File: src/rtl/ddr3_bridge_pkg.sv
// ---------------------------------------------------------------------------
// ddr3_bridge_pkg
// Shared definitions for the DDR3 FIFO bridge: MIG command encodings, the
// bridge state enum, the 128-bit line type and a helper that aligns a byte
// address down to the start of its cache line.
// ---------------------------------------------------------------------------
package ddr3_bridge_pkg;

    localparam logic [2:0] CMD_WRITE = 3'b000;
    localparam logic [2:0] CMD_READ  = 3'b001;

    typedef enum logic [1:0] {
        ST_CALIB,
        ST_IDLE,
        ST_WRITE,
        ST_READ
    } state_t;

    typedef logic [127:0] line_t;

    // Clears the byte-in-line offset so every address names a 16-byte line.
    function automatic logic [31:0] line_address(input logic [31:0] byte_address);
        return {byte_address[31:4], 4'b0000};
    endfunction

endpackage

File: src/rtl/ddr3_bridge_sync_fifo.sv
// ---------------------------------------------------------------------------
// ddr3_bridge_sync_fifo
// Small single-clock FIFO with registered pointers, used by the bridge for
// the outstanding-read address queue and the read response buffer.
// Ports:
//   clk, rst          clock and synchronous active-high reset
//   push, push_data   write one entry (ignored when full unless popping)
//   pop               remove the head entry (ignored when empty)
//   head              current head entry (show-ahead)
//   empty, full       occupancy flags
//   count             number of stored entries
// DEPTH must be a power of two and at least 2.
// ---------------------------------------------------------------------------
module ddr3_bridge_sync_fifo #(
    parameter int WIDTH = 32,
    parameter int DEPTH = 4,
    localparam int PTR_W = $clog2(DEPTH)
) (
    input  logic             clk,
    input  logic             rst,
    input  logic             push,
    input  logic [WIDTH-1:0] push_data,
    input  logic             pop,
    output logic [WIDTH-1:0] head,
    output logic             empty,
    output logic             full,
    output logic [PTR_W:0]   count
);

    logic [WIDTH-1:0] mem [DEPTH];
    logic [PTR_W:0]   wr_ptr;
    logic [PTR_W:0]   rd_ptr;
    logic             do_push;
    logic             do_pop;

    // A push into a full FIFO is still legal when the head leaves that cycle.
    assign do_pop  = pop && !empty;
    assign do_push = push && (!full || do_pop);

    // Pointers carry one wrap bit so full and empty can be told apart.
    always_ff @(posedge clk) begin
        if (rst) begin
            wr_ptr <= '0;
            rd_ptr <= '0;
        end else begin
            if (do_push) wr_ptr <= wr_ptr + (PTR_W+1)'(1);
            if (do_pop)  rd_ptr <= rd_ptr + (PTR_W+1)'(1);
        end
    end

    // Storage needs no reset; the pointers decide what is valid.
    always_ff @(posedge clk) begin
        if (do_push) mem[wr_ptr[PTR_W-1:0]] <= push_data;
    end

    assign head  = mem[rd_ptr[PTR_W-1:0]];
    assign count = wr_ptr - rd_ptr;
    assign empty = (wr_ptr == rd_ptr);
    assign full  = (wr_ptr[PTR_W-1:0] == rd_ptr[PTR_W-1:0]) && (wr_ptr[PTR_W] != rd_ptr[PTR_W]);

endmodule

File: src/rtl/ddr3_fifo_bridge.sv
// ---------------------------------------------------------------------------
// ddr3_fifo_bridge
// Drains the eviction (write) FIFO and the refill (read-in) FIFO, arbitrates
// between them and issues single-beat 128-bit line commands on a MIG-style
// user interface. Read data is paired with its line address and pushed into
// the read-out FIFO in issue order.
// Ports:
//   clk, rst, init_calib_complete       clock, sync reset, MIG ready
//   wfifo_*                             eviction FIFO (FWFT) head and pop
//   rififo_*                            refill request FIFO (FWFT) head and pop
//   rofifo_*                            refill response FIFO push side
//   app_* / app_wdf_* / app_rd_*        MIG user interface
//   protocol_error                      sticky: read data nobody asked for
// ---------------------------------------------------------------------------
module ddr3_fifo_bridge
    import ddr3_bridge_pkg::*;
#(
    parameter int APP_ADDR_W      = 28,
    parameter int ADDR_SHIFT      = 1,
    parameter int MAX_OUTSTANDING = 4,
    parameter int WR_BURST_MAX    = 4
) (
    input  logic                  clk,
    input  logic                  rst,
    input  logic                  init_calib_complete,
    input  logic                  wfifo_empty,
    input  logic [31:0]           wfifo_address,
    input  logic [127:0]          wfifo_data,
    output logic                  wfifo_read,
    input  logic                  rififo_empty,
    input  logic [31:0]           rififo_address,
    output logic                  rififo_read,
    input  logic                  rofifo_full,
    output logic                  rofifo_write,
    output logic [127:0]          rofifo_data,
    output logic [31:0]           rofifo_address,
    output logic [APP_ADDR_W-1:0] app_addr,
    output logic [2:0]            app_cmd,
    output logic                  app_en,
    input  logic                  app_rdy,
    output logic [127:0]          app_wdf_data,
    output logic                  app_wdf_wren,
    output logic                  app_wdf_end,
    input  logic                  app_wdf_rdy,
    input  logic [127:0]          app_rd_data,
    input  logic                  app_rd_data_valid,
    output logic                  protocol_error
);

    localparam int CNT_W   = $clog2(MAX_OUTSTANDING) + 1;
    localparam int BURST_W = $clog2(WR_BURST_MAX + 1);

    state_t               state;
    state_t               state_next;
    logic                 cmd_done;
    logic                 data_done;
    logic [BURST_W-1:0]   burst_count;
    logic                 burst_sat;

    logic [31:0]          aq_head;
    logic                 aq_empty;
    logic                 aq_full;
    logic [CNT_W-1:0]     aq_count;
    line_t                rb_head;
    logic                 rb_empty;
    logic                 rb_full;
    logic [CNT_W-1:0]     rb_count;

    logic                 credits_avail;
    logic                 request_pending;
    logic                 rd_ok;
    logic                 wr_ok;
    logic                 hazard;
    logic                 pick_write;
    logic                 pick_read;
    logic                 write_issue;
    logic                 read_issue;
    logic                 write_done;
    logic                 read_accept;
    logic [31:0]          wr_shifted;
    logic [31:0]          rd_shifted;
    logic                 unused_bits;

    // Address queue entries cover reads in flight and buffered responses, so
    // its occupancy alone is the number of credits in use.
    assign credits_avail   = aq_count < CNT_W'(MAX_OUTSTANDING);
    assign request_pending = aq_count > rb_count;
    assign burst_sat       = burst_count == BURST_W'(WR_BURST_MAX);

    assign rd_ok  = !rififo_empty && credits_avail;
    assign wr_ok  = !wfifo_empty;
    assign hazard = !wfifo_empty && !rififo_empty && (wfifo_address[31:4] == rififo_address[31:4]);

    assign wr_shifted = line_address(wfifo_address) >> ADDR_SHIFT;
    assign rd_shifted = line_address(rififo_address) >> ADDR_SHIFT;

    assign write_done  = (state == ST_WRITE) && (cmd_done || app_rdy) && (data_done || app_wdf_rdy);
    assign read_accept = (state == ST_READ) && app_rdy;
    assign write_issue = (state == ST_IDLE) && init_calib_complete && pick_write;
    assign read_issue  = (state == ST_IDLE) && init_calib_complete && pick_read;

    // Arbitration: a same-line eviction always goes first so a refill can
    // never fetch stale data; otherwise writes win until the burst limit.
    always_comb begin
        pick_write = 1'b0;
        pick_read  = 1'b0;
        if (hazard) begin
            pick_write = 1'b1;
        end else if (wr_ok && rd_ok) begin
            if (burst_sat) pick_read  = 1'b1;
            else           pick_write = 1'b1;
        end else if (wr_ok) begin
            pick_write = 1'b1;
        end else if (rd_ok) begin
            pick_read = 1'b1;
        end
    end

    // State register.
    always_ff @(posedge clk) begin
        if (rst) state <= ST_CALIB;
        else     state <= state_next;
    end

    // Next-state logic; a dropped calibration lets the current command finish.
    always_comb begin
        state_next = state;
        case (state)
            ST_CALIB: if (init_calib_complete) state_next = ST_IDLE;
            ST_IDLE: begin
                if (!init_calib_complete) state_next = ST_CALIB;
                else if (pick_write)      state_next = ST_WRITE;
                else if (pick_read)       state_next = ST_READ;
            end
            ST_WRITE: if (write_done)  state_next = init_calib_complete ? ST_IDLE : ST_CALIB;
            ST_READ:  if (read_accept) state_next = init_calib_complete ? ST_IDLE : ST_CALIB;
            default:  state_next = ST_CALIB;
        endcase
    end

    // Command and write-data handshakes complete independently in any order.
    always_ff @(posedge clk) begin
        if (rst || state != ST_WRITE || write_done) begin
            cmd_done  <= 1'b0;
            data_done <= 1'b0;
        end else begin
            if (app_rdy)     cmd_done  <= 1'b1;
            if (app_wdf_rdy) data_done <= 1'b1;
        end
    end

    // Counts writes that jumped ahead of a waiting read; any read resets it.
    always_ff @(posedge clk) begin
        if (rst) begin
            burst_count <= '0;
        end else if (read_issue) begin
            burst_count <= '0;
        end else if (write_issue && !rififo_empty && !burst_sat) begin
            burst_count <= burst_count + BURST_W'(1);
        end
    end

    // Read data with no unanswered request is dropped and flagged for good.
    always_ff @(posedge clk) begin
        if (rst) begin
            protocol_error <= 1'b0;
        end else if (app_rd_data_valid && !request_pending) begin
            protocol_error <= 1'b1;
        end
    end

    // Output decode from the current state.
    always_comb begin
        app_en       = 1'b0;
        app_cmd      = CMD_WRITE;
        app_addr     = '0;
        app_wdf_data = '0;
        app_wdf_wren = 1'b0;
        app_wdf_end  = 1'b0;
        wfifo_read   = 1'b0;
        rififo_read  = 1'b0;
        case (state)
            ST_WRITE: begin
                app_en       = !cmd_done;
                app_addr     = wr_shifted[APP_ADDR_W-1:0];
                app_wdf_data = wfifo_data;
                app_wdf_wren = !data_done;
                app_wdf_end  = !data_done;
                wfifo_read   = write_done;
            end
            ST_READ: begin
                app_en      = 1'b1;
                app_cmd     = CMD_READ;
                app_addr    = rd_shifted[APP_ADDR_W-1:0];
                rififo_read = app_rdy;
            end
            default: ;
        endcase
    end

    // Response path: both queues advance together on each read-out push.
    assign rofifo_write   = !rb_empty && !rofifo_full;
    assign rofifo_data    = rb_empty ? '0 : rb_head;
    assign rofifo_address = rb_empty ? '0 : aq_head;

    ddr3_bridge_sync_fifo #(
        .WIDTH (32),
        .DEPTH (MAX_OUTSTANDING)
    ) u_addr_queue (
        .clk       (clk),
        .rst       (rst),
        .push      (read_accept),
        .push_data (line_address(rififo_address)),
        .pop       (rofifo_write),
        .head      (aq_head),
        .empty     (aq_empty),
        .full      (aq_full),
        .count     (aq_count)
    );

    ddr3_bridge_sync_fifo #(
        .WIDTH (128),
        .DEPTH (MAX_OUTSTANDING)
    ) u_resp_buffer (
        .clk       (clk),
        .rst       (rst),
        .push      (app_rd_data_valid && request_pending),
        .push_data (app_rd_data),
        .pop       (rofifo_write),
        .head      (rb_head),
        .empty     (rb_empty),
        .full      (rb_full),
        .count     (rb_count)
    );

    assign unused_bits = ^{wr_shifted, rd_shifted, aq_empty, aq_full, rb_full};

endmodule

File: config.mk
export PLATFORM = sky130hd
export DESIGN_NAME = ddr3_fifo_bridge
export DESIGN_NICKNAME = d
export VERILOG_FILES = /design/src/rtl/ddr3_bridge_pkg.sv /design/src/rtl/ddr3_bridge_sync_fifo.sv /design/src/rtl/ddr3_fifo_bridge.sv
export SDC_FILE = /design/constraint.sdc
export NUM_CORES = 1
export LEC_CHECK = 0
export CAP_MARGIN = 10
export CORE_AREA = 2 2 257 259
export DETAILED_ROUTE_END_ITERATION = 8
export DIE_AREA = 0 0 259 261
export GPL_ROUTABILITY_DRIVEN = 1
export PLACE_DENSITY = 0.66
export SYNTH_ARGS = -nofsm -noshare
export SYNTH_HDL_FRONTEND = slang
export SYNTH_HIERARCHICAL = 1
export SYNTH_SLANG_ARGS = --single-unit
File: constraint.sdc
create_clock -name clk -period 8.9 [get_ports clk]
set_clock_uncertainty 0.1 [all_clocks]
set_input_delay 0.89 -clock clk [delete_from_list [all_inputs] [get_ports clk]]
set_output_delay 0.89 -clock clk [all_outputs]
set_load 0.03 [all_outputs]
# Yosys cells after proc, flatten, opt, wreduce, memory -nomap -nowiden
# Memory sizes are Yosys's and may differ from the RTL's. A register that Yosys moved wholly into a read port is not among the register bits.
# Cells that the tools add are included.
# word_totals
ff_bits	20
out_inout_bits	326
word_cells	111
ramBits	624
n_memories	2
# op_classes
n_addsub	7
order_cmp	2
muxes	34
n_eq_ne	16
reduce_logical	41
# memory_table
name	words	width	rd	rd_ports_with_merged_regs	write_ports	line	rtl
u_resp_buffer.mem	4	128	1	1	1	ddr3_bridge_sync_fifo.sv:30	logic [WIDTH-1:0] mem [DEPTH];
u_addr_queue.mem	4	28	1	1	1	ddr3_bridge_sync_fifo.sv:30	
# ops
op	count
$mux W128	2
$pmux W28 S2	1
$mux W32	1
$eq A28 B28 Y1	1
$logic_and A1 B1 Y1	21
$mux W2	10
$mux W1	18
$add A3 B1 Y3 const B	5
$logic_not A1 Y1	11
$pmux W2 S4	1
$eq A3 B3 Y1	2
$logic_or A1 B1 Y1	6
$ne A2 B2 Y1 const B	3
$sub A3 B3 Y3	2
$eq A2 B2 Y1	2
$eq A2 B2 Y1 const B	2
$ne A4 B4 Y1 const B	1
$reduce_and A4 Y1	1
$eq A3 B3 Y1 const B	1
$gt A3 B3 Y1	1
$lt A3 B3 Y1 const B	1
$eq A2 B1 Y1 const B	1
$logic_not A2 Y1	1
$ne A1 B1 Y1	2
3 further kinds	3

# Logic depth before layout (Yosys ltp)
# logic_depth
word_depth	11
mapped_depth	12
ltp_nobuf	12

# By module
# The synthesis kept the hierarchy.
# by_module_without_submodules
module	n_inst	area_each_um2	cells_per_inst	seq_area_each_um2
ddr3_bridge_sync_fifo at u_resp_buffer	1	18909.4	723	15534.9
ddr3_bridge_sync_fifo at u_addr_queue	1	5116.2	222	4003.8
ddr3_fifo_bridge	1	3289.4	486	160.2

# Worst setup path after synthesis
# OpenSTA, ideal clock, no wires.
# synth_path
path_kind	register -> register
from	register u_resp_buffer.wr_ptr[0]
to	memory u_resp_buffer.mem[0][0], enable pin
stages_incl_launch_ff	10
t_arrival_ns	5.452
path_slack_ns	2.845
path_cell_list	dfxtp_1 -> inv_1 -> ha_1 -> nand2_1 -> nor2_1 -> clkbuf_1 -> clkbuf_1 -> nor2_1 -> o31a_1 -> and2_1
# synth_via
elab_chain_len	8
word_cells_on_any_way	14
classes_between	add/sub: 1; order compare: 1; eq/ne: 2; mux: 2; reduce/logical: 8
# synth_rtl
element	line	rtl
start, declared	ddr3_bridge_sync_fifo.sv:31	logic [PTR_W:0] wr_ptr;
start signal, assigned	ddr3_bridge_sync_fifo.sv:46	if (do_push) wr_ptr <= wr_ptr + (PTR_W+1)'(1);
$eq A3 B3 Y1	ddr3_bridge_sync_fifo.sv:58	assign empty = (wr_ptr == rd_ptr);
named net rb_empty	ddr3_fifo_bridge.sv:65	logic rb_empty;
$logic_not A1 Y1	ddr3_fifo_bridge.sv:202	assign rofifo_write = !rb_empty && !rofifo_full;
$logic_and A1 B1 Y1	ddr3_fifo_bridge.sv:202	
named net rofifo_write	ddr3_fifo_bridge.sv:34	output logic rofifo_write,
$logic_and A1 B1 Y1	ddr3_bridge_sync_fifo.sv:37	assign do_pop = pop && !empty;
$logic_or A1 B1 Y1	ddr3_bridge_sync_fifo.sv:38	assign do_push = push && (!full || do_pop);
$logic_and A1 B1 Y1	ddr3_bridge_sync_fifo.sv:38	
$mux W1	ddr3_bridge_sync_fifo.sv:53	if (do_push) mem[wr_ptr[PTR_W-1:0]] <= push_data;
$mux W1 (implied by the code)	ddr3_bridge_sync_fifo.sv:53	
end, declared	ddr3_bridge_sync_fifo.sv:30	
# The timed path passes the listed nets, and every way through them passes these cells.

==> flow_metrics.py <==
metrics = {
    "setup_path": {
        "crit_fanout": 53,
        "critPathCaptureType": "output port",
        "crit_arrival_ns": 4.06,
        "reg2reg_slack_ns": 3.89,
        "r2r_cells": 9,
        "path_class": "reg2out",
        "cp-start-kind": "flop",
        "cp.required_ns": 7.91,
    },
    "sta": {
        "tightest_slew_ns": 1.074,
        "fin_tns_setup_ns": 0,
        "final_max_slew_viol_count": 0,
        "worst_slack_ns": 3.852,
        "fmax_ghz": 0.1981,
        "maxSlewHeadroom_pct": 28.43,
        "hold_ws_ns": 0.3628,
        "finalHoldViolations": 0,
        "min_period_ns": 5.048,
        "fin_crit_sh_pct": 56.72,
        "rsz0062_at_grt": "false",
        "setup_violations": 0,
    },
    "yosys": {
        "synth_area_sq_um": 27310,
        "ys_warn_count": 6,
        "avgSynthCellArea_sq_um": 19.11,
        "netlist_instances": 1429,
    },
    "floorplanning": {
        "coreArea_sq_um": 65040,
        "fp.dieW_microns": 259,
        "die_h_microns": 261,
        "ioPinCount": 655,
        "die-area_sq_um": 67600,
        "rows": 94,
        "start_util_pct": 41.99,
    },
    "clock_tree": {
        "path_clk_slew_ns": 0.06,
        "cts-root-buf": "clkbuf_16",
        "htree_levels": 3,
        "post_cts_resized": 0,
        "cts_tree": "done",
        "cts_setup_buffers": 0,
        "clock_latency_ns": 0.58,
        "clock_sink_count": 664,
        "cts_inserted_buffers": 69,
        "clockBufferDepth": 3,
        "cts_hold_buf": 0,
    },
    "finish": {
        "fill_cells": 5004,
        "syn_to_final_growth_pct": 35.12,
        "post-route-util_pct": 56.73,
        "drive_gt1_share_pct": 14.01,
        "multi_input_area_sq_um": 7264,
        "regArea_sq_um": 19710,
        "final_nets": 2448,
    },
    "detailed_routing": {
        "vias_per_cell": 5.134,
        "drt-total-wl_microns": 83470,
        "first_pass_iters": 4,
        "num_vias": 15566,
        "drt_iter0_drc": 942,
        "drc": 0,
        "drtAntennaViolNets": 0,
        "wl_per_cell_microns": 27.53,
    },
    "hold_path": {
        "whs_path_depth": 1,
        "hp-class": "reg2reg",
    },
    "grt": {
        "antenna_found_initial": 42,
        "grt_util_met2_pct": 41.87,
        "grt_max_degree": 163,
        "track_usage_pct": 24.33,
        "gr-usage-met3_pct": 7.830,
        "grt_pass1_wl_microns": 116000,
        "grt_overflow": 0,
        "grt_pass1_vias": 15999,
        "use_met1_pct": 30.14,
        "grt-busiest-layer": "met2",
    },
    "power": {
        "power_frac_comb_pct": 23.5,
        "leakage_nw": 11.69,
        "clkPwrFrac_pct": 32.6,
        "pwr_density_cell_nw_per_um2": 227.0,
        "p_int_w": 0.006010,
        "switchingPower_w": 0.002366,
        "ir_drop_mv": 0.2185,
        "swShare_pct": 28.25,
        "seqPwrFrac_pct": 43.9,
    },
    "placed_design": {
        "place.gp.congestion": 0.9884,
        "dp_worst_setup_slack_ns": 3.762,
        "io_buffers": 641,
        "dp_hpwl_microns": 59970,
    },
    "flow_run": {
        "max_cap_violations": 0,
    },
    "run_status": {
        "outcome": "finished clean",
    },
}
-- state kept, by name (all words and copies together), names as in the netlist, named ones only --
signal and cells:
u_addr_queue/rd_ptr 3, cmd_done 1, state 2, u_addr_queue/wr_ptr 3
u_resp_buffer/mem 512, u_resp_buffer/wr_ptr 3, data_done 1, u_addr_queue/mem 128
u_resp_buffer/rd_ptr 3, protocol_error 1, burst_count 3
-- critical path: stages, from the launching register on --
cell and delay (ns):
dfxtp_4 0.91, buf_4 0.54, buf_4 0.71, mux4_2 0.34
nor2b_1 0.19, clkdlybuf4s50_1 0.71
-- layer usage --
layer	vias up	part of all wire (%)
li1	6883	-
met1	7992	39
met2	528	51
met3	141	7.7
met4	22	2.6
met5	-	0.15
-- layout make-up --
class | instances | area share (%)
flip-flops and latches | 664 | 53.41
multi-input cells | 682 | 19.69
repair buffers | 660 | 17.84
clock buffers | 87 | 4.947
well taps | 864 | 2.930
clock inverters | 34 | 0.8308
inverters | 21 | 0.2136
diodes | 20 | 0.1356
-- stage by stage --
step | instances | cell area, sq um | total power [W]
2_1_floorplan | 1449 | 27380 | 0.004826
3_5_place_dp | 2891 | 34720 | 0.005737
4_1_cts | 3012 | 36850 | 0.008483
6_report | 3032 | 36900 | 0.008377
3_3_place_gp | 2891 | 34720 | 0.005723
5_1_grt | 3014 | 36850 | 0.008674
-- power groups by stage --
stage / logic [W] / clock network, W / registers (W)
after floorplan: 0.00107 / 0 / 0.00375
after global placement: 0.00199 / 0 / 0.00373
after detailed placement: 0.00199 / 0 / 0.00374
after CTS: 0.00200 / 0.00280 / 0.00368
after global routing: 0.00208 / 0.00290 / 0.00369
final: 0.00197 / 0.00273 / 0.00368
-- layout by cell type (no fill, tap or decap), types with 21 or more instances in the layout --
cell type	n
mux4_2	160
and2_1	133
xnor2_1	32
clkbuf_16	70
dfxtp_1	21
nor2b_1	193
conb_1	21
mux2i_1	28
clkdlybuf4s50_1	641
edfxtp_1	640
-- final timing paths --
path | from | endpoint
max | flop | rofifo_data[97]
min | cmd_done$_SDFFE_PP0P_ | data_done$_SDFFE_PP0P_
max reg2reg | u_resp_buffer/wr_ptr[0]$_SDFFE_PP0P_ | u_resp_buffer/mem[0][107]$_DFFE_PP_
min reg2reg | cmd_done$_SDFFE_PP0P_ | data_done$_SDFFE_PP0P_
Power figures use the tool's default switching activity.
